[src/rtl/pipe_reg_elastic.sv]
// Elastic valid/ready pipeline register chain: DEPTH stages of WIDTH bits with flush and global enable.
// Optional macro PIPE_REG_ZERO_BUBBLE_EN zeroes the payload of every bubble and flushed stage.
module pipe_reg_elastic #(
    parameter int WIDTH = 71,
    parameter int DEPTH = 1
) (
    input  logic                         clk_i,
    input  logic                         rst_i,
    input  logic                         start_i,
    input  logic                         flush_i,
    input  logic                         in_valid_i,
    output logic                         in_ready_o,
    input  logic [WIDTH-1:0]             in_data_i,
    output logic                         out_valid_o,
    input  logic                         out_ready_i,
    output logic [WIDTH-1:0]             out_data_o,
    output logic [$clog2(DEPTH+1)-1:0]   occupancy_o
);

    localparam int OCC_W = $clog2(DEPTH + 1);

    if (DEPTH < 1 || DEPTH > 16) begin : g_depth_check
        $error("pipe_reg_elastic: DEPTH must be in 1..16");
    end

    logic                 run;
    logic [DEPTH-1:0]     en;
    logic [DEPTH-1:0]     stage_valid;
    logic [WIDTH-1:0]     stage_data [DEPTH];

    assign run = start_i & ~flush_i;

    // Enables ripple from the output side: a stage may load if it is empty or its successor moves.
    always_comb begin : enable_chain
        logic downstream;
        downstream = out_ready_i;
        en         = '0;
        for (int k = DEPTH - 1; k >= 0; k--) begin
            en[k]      = run & (~stage_valid[k] | downstream);
            downstream = en[k];
        end
    end

    for (genvar k = 0; k < DEPTH; k++) begin : g_stage
        logic             src_v;
        logic [WIDTH-1:0] src_d;
        logic             valid_q, valid_d;
        logic [WIDTH-1:0] data_q, data_d;

        if (k == 0) begin : g_src_in
            assign src_v = in_valid_i;
            assign src_d = in_data_i;
        end else begin : g_src_prev
            assign src_v = stage_valid[k-1];
            assign src_d = stage_data[k-1];
        end

        always_comb begin
            valid_d = valid_q;
            data_d  = data_q;
            if (flush_i) begin
                valid_d = 1'b0;
`ifdef PIPE_REG_ZERO_BUBBLE_EN
                data_d  = '0;
`endif
            end else if (en[k]) begin
                valid_d = src_v;
`ifdef PIPE_REG_ZERO_BUBBLE_EN
                data_d  = src_v ? src_d : '0;
`else
                data_d  = src_d;
`endif
            end
        end

        always_ff @(posedge clk_i or posedge rst_i) begin
            if (rst_i) begin
                valid_q <= 1'b0;
                data_q  <= '0;
            end else begin
                valid_q <= valid_d;
                data_q  <= data_d;
            end
        end

        assign stage_valid[k] = valid_q;
        assign stage_data[k]  = data_q;
    end

    always_comb begin
        occupancy_o = '0;
        for (int k = 0; k < DEPTH; k++) begin
            occupancy_o = occupancy_o + OCC_W'(stage_valid[k]);
        end
    end

    assign in_ready_o  = en[0];
    assign out_valid_o = stage_valid[DEPTH-1] & run;
    assign out_data_o  = stage_data[DEPTH-1];

endmodule

[config.mk]
export PLATFORM = sky130hd
export DESIGN_NAME = pipe_reg_elastic
export DESIGN_NICKNAME = d
export VERILOG_FILES = /design/src/rtl/pipe_reg_elastic.sv
export SDC_FILE = /design/constraint.sdc
export NUM_CORES = 1
export LEC_CHECK = 0
export ABC_AREA = 1
export BUFFER_PORTS_ARGS = -buffer_cell sky130_fd_sc_hd__buf_2
export CELL_PAD_IN_SITES_DETAIL_PLACEMENT = 1
export CELL_PAD_IN_SITES_GLOBAL_PLACEMENT = 1
export CORE_UTILIZATION = 32
export DETAILED_ROUTE_END_ITERATION = 10
export PLACE_DENSITY_LB_ADDON = 0.1
export SLEW_MARGIN = 20
export SYNTH_ARGS = -nofsm -noshare
export SYNTH_HDL_FRONTEND = slang
export SYNTH_SLANG_ARGS = --single-unit
[constraint.sdc]
create_clock -name clk_i -period 2.46 [get_ports clk_i]
set_input_delay 0.246 -clock clk_i [delete_from_list [all_inputs] [get_ports clk_i]]
set_output_delay 0.246 -clock clk_i [all_outputs]
set_load 0.01 [all_outputs]
==> results.yml <==
setup_path:
  arrival_ns: 1.32
  cpMaxStageDelayCell: "dfrtp_1"
  critPathRequiredTime_ns: 2.21
  path_max_fanout: 33
  path_buf_inv: 2
  max_stage_delay_ns: 0.38
  critPathLaunchType: "flop"
  worstPathCellList: "nand2_2 > nand2_4 > inv_1 > buf_2"
  critPathKind: "reg -> out"
  cp_top_family: "simple AND/OR/NAND/NOR gates"
  endpoint_kind: "output pin"
logic_synthesis:
  synth-edff-count: 0
  yosysWarnings: 0
  yosysTopAreaCell: "dfrtp_1"
  yosysUniqueCellTypes: 10
  synth.top_cell.area_share_pct: 61.91
  synth_nets: 397
  synth_fa_ha_area_share_pct: 0
  synth_top_family_by_area: "simple AND/OR/NAND/NOR gates"
  synthMuxAreaShare_pct: 0
  syn_area_mm2: 0.002910
  synth_seq_cells: 72
  synth_xor_xnor_area_share_pct: 0
  synthesis.instances: 320
  synth_compound_area_share_pct: 0.1720
  async_flop_share_pct: 100.0
  avgSynthCellArea_um2: 9.095
  ys_seq_area_share_pct: 61.91
  yosys-top-cells-count: "144 x nand2_1, 72 x dfrtp_1, 72 x nand3_1, 14 x buf_2"
  netlist_top_cells_area: "dfrtp_1 62%, nand2_1 19%, nand3_1 12%"
  yosys.area_share.simple_pct: 31.90
  synth_most_common_cell: "nand2_1"
  ys.flop_type: "dfrtp_1"
timing:
  clock.fmax_mhz: 638.0
  finalClockSkew_ns: 0.01014
  setup_slack_ns: 0.8926
  finalHoldViolCount: 0
  rsz0062_at_grt: "false"
  worstMarginPinSlew_ns: 0.7663
  maxSlewViolCount: 0
  finalCritPeriodShare_pct: 63.71
  setup_tns_ns: 0
  layout_min_cycle_time_ns: 1.567
  setup_viol: 0
  relSlewSlack_pct: 48.92
die:
  ios: 151
  initial_utilization_pct: 33.21
  die-area_mm2: 0.009480
  core_area_mm2: 0.008763
  die_w_um: 97.37
  dieHeight_um: 97.37
  rows: 34
global_routing:
  grt_max_degree: 73
  grt_usage_pct: 18.03
  grt-ovfl-total: 0
  antenna_found_initial: 0
  grt_pass1_wl_mm: 13.67
  grt_pass1_vias: 2747
cts:
  postCtsHoldBufs: 1
  cts_resized: 0
  post-cts-setup-buffers: 0
  clockBufferDepth: 2
  path_clk_slew_ns: 0.08
  clkSinkCount: 72
  cts_buffers: 9
  cts-root-buf: "clkbuf_8"
  worstSkewPairLatency_ns: 0.33
  cts_tree: "built"
  htreeDepth: 3
drt:
  vias: 2655
  wl_per_cell_um: 14.09
  drtIter0Drc: 65
  drtAntennaViolNets: 0
  firstDrtPassIters: 4
  route.detailed.drc: 0
  routed_wl_mm: 8.188
  via_per_inst: 4.570
place:
  place_congestion: 0.7159
  dp_hpwl_mm: 5.642
  io_buffers: 150
  place_ws_ns: 0.9173
pwr:
  leakagePower_nw: 2.316
  p_int_mw: 2.102
  p_comb_share_pct: 20.7
  swShare_pct: 29.43
  p_per_area_mw_per_mm2: 762.6
  seqPwrFrac_pct: 48.8
  clockPowerShare_pct: 30.4
  ir_drop_mv: 0.3049
  p_sw_mw: 0.8769
final_layout:
  fin_nets: 546
  drive_above_1_share_pct: 37.21
  area_delta_synth_final_pct: 34.22
  fillers: 1107
  antennaDiodeCount: 0
status:
  status: "finished, final reports clean"
job:
  max_cap_violations: 0
min_path:
  hold_path.class: "in -> reg"
## routing by layer
layer / part of all wire (%) / track usage (%) / routed length [um]
met5: 0 / 0 / 0
met4: 1.5 / 6.900 / 123
met3: 5.8 / 4.101 / 473
met2: 48 / 28.99 / 3964
met1: 44 / 23.68 / 3627
## per-stage QoR
step	power (mW)	hold WS (ns)	instances	area (um2)	utilization [%]
after detailed placement	2.109	0.3614	565	3710	42.33
after global routing	3.152	0.1399	581	3906	44.57
after CTS	3.030	0.1266	581	3906	44.57
after global placement	2.093	0.3624	565	3710	42.33
after floorplan	1.794	0.3850	320	2910	-
final	2.979	0.1393	581	3906	44.57
## cell usage in the layout, fill, tap and decap left out, drive strengths merged
cell type,Yosys,routed
nor2,1,1
clkbuf,0,11
nor3,1,1
nand2,145,145
nand3,72,72
a21oi,1,1
clkinv,0,3
dfrtp,72,72
dlygate4sd3,0,1
bufinv,0,1
inv,7,7
buf,21,158
## tightest hold or removal path, delay by kind of cell
family,cells,cell delay [ns]
AND/OR/NAND/NOR,2,0.12
buffers and inverters,1,0.08
## final cells by class
cell class                      instances  area, um2  share of cell area [%]
Clock inverter                          4      45.04                   1.153
Multi-Input combinational cell        220      935.9                   23.96
Inverter                                7      26.28                  0.6726
Clock buffer                           11      141.4                   3.619
Timing Repair Buffer                  159      820.8                   21.01
Sequential cell                        72       1802                   46.12
Tap cell                              108      135.1                   3.459
## cell families after synthesis
| kind of cell | count (synthesis) |
|---|---|
| flops | 72 |
| compound gates | 1 |
| buf+inv | 28 |
| simple gates | 219 |
## path summary, 6_finish.rpt
| check | startpoint | endpoint | slack (ns) | cells after the start |
|---|---|---|---|---|
| max in group asynchronous | rst_i | out_data_o[37]$_DFFE_PP0P_ | 1.18 | 4 |
| setup / recovery | g_stage[0].valid_q$_DFFE_PP0P_ | in_ready_o | 0.89 | 4 |
| setup reg to reg | g_stage[0].valid_q$_DFFE_PP0P_ | g_stage[0].valid_q$_DFFE_PP0P_ | 0.95 | 5 |
| hold / removal | in_data_i[67] | out_data_o[67]$_DFFE_PP0P_ | 0.14 | 3 |
| min in group asynchronous | rst_i | out_data_o[55]$_DFFE_PP0P_ | 0.53 | 3 |
| hold reg to reg | out_data_o[12]$_DFFE_PP0P_ | out_data_o[12]$_DFFE_PP0P_ | 0.47 | 2 |
## state kept, by name (all words and copies together), names as in the netlist
register         flops
g_stage.valid_q      1
out_data_o          71
## power by group through the flow
stage               Clock (mW)  Sequential (mW)  Combinational [mW]
floorplan                    0             1.56               0.230
global placement             0             1.47               0.619
detailed placement           0             1.48               0.632
CTS                      0.940             1.46               0.633
global route             0.979             1.48               0.692
finish                   0.906             1.46               0.618
Note: power is estimated with default switching activity, not from simulation.
